## config.mk

```make
export PLATFORM = sky130hd
export DESIGN_NAME = axis_downsizer
export DESIGN_NICKNAME = d
export VERILOG_FILES = /design/src/rtl/axis_downsizer.sv
export SDC_FILE = /design/constraint.sdc
export NUM_CORES = 1
export LEC_CHECK = 0
export ABC_AREA = 1
export CELL_PAD_IN_SITES_DETAIL_PLACEMENT = 0
export CELL_PAD_IN_SITES_GLOBAL_PLACEMENT = 1
export CORE_MARGIN = 1
export CORE_UTILIZATION = 33
export DETAILED_ROUTE_END_ITERATION = 10
export PLACE_DENSITY = 0.79
export SLEW_MARGIN = 0
export SYNTH_ARGS = -nofsm -noshare
export SYNTH_HDL_FRONTEND = slang
export SYNTH_SLANG_ARGS = --single-unit
```

## constraint.sdc

```tcl
create_clock -name clk -period 1.8 [get_ports clk]
set_input_delay 0.36 -clock clk [delete_from_list [all_inputs] [get_ports clk]]
set_output_delay 0.36 -clock clk [all_outputs]
set_load 0.005 [all_outputs]
```

## src/rtl/axis_downsizer.sv

```systemverilog
// axis_downsizer: AXI4-Stream width down-converter.
//
// Holds one wide S_N-byte slave beat and presents it as up to R narrow
// M_N-byte master beats (M_N = S_N/R), least-significant slice first.
// When USE_TKEEP = 1, slices with no keep bits set are skipped. An all-null
// beat with tlast = 1 still produces one empty slice 0 so the packet boundary
// survives. An all-null beat without tlast is consumed silently.
//
// Handshake: a transfer happens on a rising clk edge where valid & ready are
// both high. The master side never drops m_tvalid or changes m_* while
// m_tready is low. s_tready depends combinationally on m_tready, so the next
// wide beat loads in the same cycle as the final slice leaves and no bubble
// appears. m_tvalid is purely registered and has no path from s_tvalid.
//
// Ports:
//   clk, reset          rising-edge clock, synchronous active-high reset
//   s_t*                wide slave stream (data/keep/strb/last/id/dest/user)
//   m_t*                narrow master stream; id/dest/user held for the beat
//   dbg_state_o         current FSM state (0 = EMPTY, 1 = FULL)
module axis_downsizer #(
  parameter int S_N       = 8,
  parameter int R         = 4,
  parameter int I         = 1,
  parameter int D         = 1,
  parameter int U         = 1,
  parameter int USE_TSTRB = 0,
  parameter int USE_TKEEP = 0
) (
  input  logic                   clk,
  input  logic                   reset,
  input  logic                   s_tvalid,
  output logic                   s_tready,
  input  logic [8*S_N-1:0]       s_tdata,
  input  logic [S_N-1:0]         s_tkeep,
  input  logic [S_N-1:0]         s_tstrb,
  input  logic                   s_tlast,
  input  logic [I-1:0]           s_tid,
  input  logic [D-1:0]           s_tdest,
  input  logic [U-1:0]           s_tuser,
  output logic                   m_tvalid,
  input  logic                   m_tready,
  output logic [8*(S_N/R)-1:0]   m_tdata,
  output logic [(S_N/R)-1:0]     m_tkeep,
  output logic [(S_N/R)-1:0]     m_tstrb,
  output logic                   m_tlast,
  output logic [I-1:0]           m_tid,
  output logic [D-1:0]           m_tdest,
  output logic [U-1:0]           m_tuser,
  output logic                   dbg_state_o
);

  localparam int M_N = S_N / R;
  localparam int IW  = $clog2(R);

  typedef enum logic {ST_EMPTY = 1'b0, ST_FULL = 1'b1} state_t;

  state_t           state_q, state_d;
  logic [IW-1:0]    idx_q, idx_d;
  logic             load;
  logic [8*S_N-1:0] data_q;
  logic [S_N-1:0]   keep_q, strb_q;
  logic             last_q;
  logic [I-1:0]     id_q;
  logic [D-1:0]     dest_q;
  logic [U-1:0]     user_q;

  // Slice occupancy of the held beat and of the incoming beat.
  logic [R-1:0]  held_nn, in_nn;
  logic [IW-1:0] next_idx, first_idx;
  logic          is_final, in_all_null, drop_in;

  always_comb begin
    held_nn     = '0;
    in_nn       = '0;
    next_idx    = idx_q;
    is_final    = 1'b1;
    first_idx   = '0;
    in_all_null = 1'b1;
    for (int k = 0; k < R; k++) begin
      held_nn[k] = (USE_TKEEP != 0) ? |keep_q[k*M_N +: M_N] : 1'b1;
      in_nn[k]   = (USE_TKEEP != 0) ? |s_tkeep[k*M_N +: M_N] : 1'b1;
    end
    // Descending scan so the lowest qualifying index wins.
    for (int k = R - 1; k >= 0; k--) begin
      if (held_nn[k] && (k > int'(idx_q))) begin
        next_idx = IW'(k);
        is_final = 1'b0;
      end
      if (in_nn[k]) begin
        first_idx   = IW'(k);
        in_all_null = 1'b0;
      end
    end
    // An all-null beat without tlast carries nothing worth emitting.
    drop_in = in_all_null && !s_tlast;
  end

  // State register.
  always_ff @(posedge clk) begin
    if (reset) begin
      state_q <= ST_EMPTY;
      idx_q   <= '0;
    end else begin
      state_q <= state_d;
      idx_q   <= idx_d;
    end
  end

  // Held beat payload.
  always_ff @(posedge clk) begin
    if (reset) begin
      data_q <= '0;
      keep_q <= '0;
      strb_q <= '0;
      last_q <= 1'b0;
      id_q   <= '0;
      dest_q <= '0;
      user_q <= '0;
    end else if (load) begin
      data_q <= s_tdata;
      keep_q <= s_tkeep;
      strb_q <= s_tstrb;
      last_q <= s_tlast;
      id_q   <= s_tid;
      dest_q <= s_tdest;
      user_q <= s_tuser;
    end
  end

  // Next-state logic. In FULL the slave is only ready on the final slice
  // with m_tready high, so s_tvalid there means the new beat is accepted.
  always_comb begin
    state_d = state_q;
    idx_d   = idx_q;
    load    = 1'b0;
    case (state_q)
      ST_EMPTY: begin
        if (s_tvalid && !drop_in) begin
          state_d = ST_FULL;
          idx_d   = first_idx;
          load    = 1'b1;
        end
      end
      ST_FULL: begin
        if (m_tready) begin
          if (!is_final) begin
            idx_d = next_idx;
          end else if (s_tvalid && !drop_in) begin
            idx_d = first_idx;
            load  = 1'b1;
          end else begin
            state_d = ST_EMPTY;
            idx_d   = '0;
          end
        end
      end
      default: begin
        state_d = ST_EMPTY;
        idx_d   = '0;
      end
    endcase
  end

  // Outputs. Payload is forced to zero whenever nothing is being offered.
  always_comb begin
    m_tvalid    = (state_q == ST_FULL) && !reset;
    s_tready    = !reset && ((state_q == ST_EMPTY) || (is_final && m_tready));
    dbg_state_o = state_q;
    m_tdata     = '0;
    m_tkeep     = '0;
    m_tstrb     = '0;
    m_tlast     = 1'b0;
    m_tid       = '0;
    m_tdest     = '0;
    m_tuser     = '0;
    if (m_tvalid) begin
      m_tdata = data_q[int'(idx_q)*8*M_N +: 8*M_N];
      m_tkeep = (USE_TKEEP != 0) ? keep_q[int'(idx_q)*M_N +: M_N] : '1;
      m_tstrb = (USE_TSTRB != 0) ? strb_q[int'(idx_q)*M_N +: M_N] : m_tkeep;
      m_tlast = last_q && is_final;
      m_tid   = id_q;
      m_tdest = dest_q;
      m_tuser = user_q;
    end
  end

endmodule
```

=== Yosys cells after proc, flatten, opt, wreduce, memory -nomap -nowiden ===
Cells that the tools add are included.

* Bits in registers: 71

* Magnitude comparators: 3
* Equal/unequal tests: 3
* Shift operators: 1
* Multiplexer cells: 23
* Bitwise gates (word level): 1
* Reductions and logical operators: 7

{| class="wikitable"
|+ Operators by type and width
! operator !! count
|-
| variable part select 64 x 7 -> 16 bit || 1
|-
| 2-to-1 mux 16 bit || 1
|-
| 2-to-1 mux 2 bit || 7
|-
| 2-to-1 mux 1 bit || 12
|-
| inequality test 5 x 1 -> 1 bit, second input constant || 1
|-
| greater-than comparator 2 bit, first input constant || 2
|-
| logical AND 1 bit || 4
|-
| inequality test 2 bit, second input constant || 2
|-
| one-hot mux 1 bit (2 select lines) || 2
|-
| one-hot mux 2 bit (2 select lines) || 1
|-
| AND reduction 3 bit || 1
|-
| greater-than comparator 1 x 2 -> 1 bit, first input constant || 1
|-
| logical NOT 1 bit || 1
|-
| logical OR 1 bit || 1
|-
| NOT 1 bit || 1
|}

=== Longest topological paths before layout ===
* Word-level depth: 7
* Depth in mapped cells: 8

=== Least setup slack after synthesis ===
OpenSTA, ideal clock, no wires.

* Path kind: register -> output
* Start: register idx_q[0]
* End: output m_tdata[14]
* Arrival time: 1.007 ns
* Data required time: 1.440 ns
* Path slack: 0.433 ns
* Stages on the path, launching flop included: 7
* Path buffers: 2
* Path through: dfxtp_1 buf_2 inv_1 buf_2 nand2_1 nand3_1 a21oi_1

* Word-level cells in the longest chain between the ends: 2

{| class="wikitable"
|+ RTL lines
! element !! line !! RTL
|-
| start: declaration || 58 || <nowiki>logic [IW-1:0] idx_q, idx_d;</nowiki>
|-
| start signal: assignment || 105 || <nowiki>idx_q <= idx_d;</nowiki>
|-
| variable part select 64 x 7 -> 16 bit || 177 || <nowiki>m_tdata = data_q[int'(idx_q)*8*M_N +: 8*M_N];</nowiki>
|-
| 2-to-1 mux 16 bit || 176 || <nowiki>if (m_tvalid) begin</nowiki>
|-
| end: declaration || 42 || <nowiki>output logic [8*(S_N/R)-1:0] m_tdata,</nowiki>
|}

No other way between the ends.

=== Worst setup path after layout ===
* Start: register idx_q[0]
* End: output m_tdata[10]

Same word-level chain as after synthesis.

==> qor.yml <==
status: "completed"
rows: 40
synth.largest_area_cell: "dfxtp_1"
clock.fmax_mhz: 559.1
cts_tree: "built"
synth.avg_cell_area_sq_um: 6.111
insertion_delay_ps: 330
die_y_um: 113.6
cts_buffers: 9
grt.overflow.total: 0
skew_ps: 7.602
remaining_drc_errors: 0
ys_types: 16
critPathKind: "reg2out"
antenna_found_initial: 0
peakVddDrop_uv: 437.5
synthCells: 672
yosysTopAreaCellShare_pct: 34.61
timing.final.crit_share_pct: 99.36
cts.path.max_buffers: 2
cts_max_level: 3
grt_pass1_vias: 3968
num_vias: 4137
vias_per_cell: 4.477
setup_viol_count_final: 0
pre_cts_slack_ps: -379.0
initial_core_util_pct: 34.05
fin_ws_ps: 11.52
ioPinCount: 115
rsz0062_at_grt: "yes"
syn_to_final_growth_pct: 38.39
p_leak_uw: 0.002770
cts_root_buf: "clkbuf_16"
relSlewSlack_pct: 51.95
clkTransAtPathRegs_ps: 60
synthTopCellsByArea: "dfxtp_1, inv_1, nand2_1, nand3_1, a21oi_1"
hpwlAfterDp_mm: 7.884
drt_iter0_drc: 176
end_kind: "output pin"
dieArea_sq_mm: 0.01289
detail_route.wirelength_mm: 11.44
p_total_uw: 4364
drive_gt1_share_pct: 14.02
fin_area_sq_mm: 0.005683
tightest_slew_ps: 720.7
fillCellCount: 1271
detail-route-antenna-nets: 0
ys_ff_latch: 71
finalHoldViolCount: 0
drt_first_pass_iters: 4
wire_per_inst_um: 12.38
diodes: 0
fin_crit_ps: 1788
crit_path_max_fanout: 19
clock-sinks: 71
dpl_cell_area_sq_mm: 0.005169
worstPathRequired_ps: 1440
max_cap_violations: 0
io_buffers: 98
arrival_ps: 1430
powerDensity_mw_per_mm2: 767.9
yosys_warnings: 0
hold_path_class: "in2reg"
fp.dieW_um: 113.6
syn_area_sq_mm: 0.004106
grt_pass1_wl_mm: 18.84
gp_congestion: 0.8019
final_nets: 843
grt_usage_pct: 18.46
slew_viol_final: 0
crit_path_start_kind: "flop"
seq_area_frac_synth_pct: 34.61
syn_nets: 763
core_sq_mm: 0.01206
grt_max_degree: 69
[worst max-delay path, stage by stage, from the launching register on]
cell	delay (ps)
dfxtp_4	400
inv_4	60
buf_12	150
nand2_1	100
nand3_2	70
a21oi_2	110
clkdlybuf4s15_2	210
[kinds of logic after synthesis]
family,after synthesis,share of synthesized area [%]
AO/OA/AOI/OAI,88,10.73
adder cells (fa/ha/maj),3,0.9142
buffers and inverters,195,21.85
flip-flops,71,34.61
AND/OR/NAND/NOR,315,31.90
[final timing paths]
| path | from | end | slack, ps | cells past startpoint |
|---|---|---|---|---|
| hold reg to reg | data_q[3] | data_q[3] | 480 | 2 |
| setup reg to reg | idx_q[0] | data_q[12] | 260 | 8 |
| hold / removal | reset | idx_q[0] | 470 | 3 |
| setup / recovery | idx_q[0] | m_tdata[10] | 10 | 6 |
[sequential cells by signal, summed over array words and instances (netlist names)]
register	count
data_q	64
dbg_state_o	1
dest_q	1
id_q	1
idx_q	2
last_q	1
user_q	1
[report_power, final]
part | internal [uW] | leakage (uW) | switching [uW]
Sequential | 1700 | 0.000590 | 65.3
Clock | 1060 | 0.000133 | 648
Combinational | 421 | 0.00205 | 476
Total | 3170 | 0.00277 | 1190
[through the flow]
stage | std cells | hold WS [ps] | TNS (ps) | utilization (%)
2_1_floorplan | 672 | 429.1 | 0 | -
3_3_place_gp | 904 | 461.4 | -8199 | 42.85
3_5_place_dp | 904 | 468.8 | -8327 | 42.85
4_1_cts | 924 | 460.4 | -402.0 | 46.60
5_1_grt | 924 | 493.5 | -113.7 | 47.12
6_report | 924 | 467.8 | 0 | 47.12
[area by class of cell]
class | count | area, sq um | share of cell area (%)
Clock buffer | 9 | 225.2 | 3.963
Tap cell | 168 | 210.2 | 3.699
Timing Repair Buffer | 122 | 1219 | 21.44
Clock inverter | 6 | 62.56 | 1.101
Inverter | 142 | 535.5 | 9.423
Multi-Input combinational cell | 406 | 2003 | 35.25
Sequential cell | 71 | 1428 | 25.12
[repair_timing]
item                       CTS  global route
hold buffers                 0             0
gates resized for setup     96            37
pin swaps                   10             8
setup endpoints to repair   26            11
cloned                       1             0
buffers inserted             4             0
[routing by layer]
metal / track usage (%) / wire length (um) / vias to the layer above
met4: 6.754 / 188 / 0
li1: - / - / 2194
met1: 25.25 / 5611 / 1825
met3: 3.029 / 543 / 11
met2: 29.23 / 5094 / 107
met5: 0 / 0 / -
[cells in the final DEF (no fill, tap or decap)]
cell type        count
nand3_1             83
clkdlybuf4s50_1     70
clkdlybuf4s15_2      2
a21oi_2             14
dlygate4sd2_1       10
nand2_2              7
nand2_4              3
bufbuf_16            1
buf_4               14
a21oi_1             74
nor2_1              73
buf_8                2
ha_4                 1
clkinv_2             2
nand3_4              2
clkinvlp_4           3
dfxtp_1             68
dfxtp_4              1
clkdlybuf4s15_1      1
inv_4                1
ha_1                 2
buf_2               11
dfxtp_2              2
nand3_2             17
inv_2                2
clkbuf_2             3
inv_1              138
buf_12               8
clkbuf_16            9
clkinv_1             1
bufinv_16            1
nand2_1            130
[cell usage after synthesis]
cell type / count
a21oi_1: 88
buf_1: 4
buf_2: 22
buf_4: 7
buf_6: 13
clkbuf_1: 5
clkbuf_4: 1
clkbuf_8: 1
clkinv_1: 1
dfxtp_1: 71
ha_1: 3
inv_1: 140
inv_2: 1
nand2_1: 140
nand3_1: 102
nor2_1: 73
No activity file was read; power rests on OpenSTA's default activity.
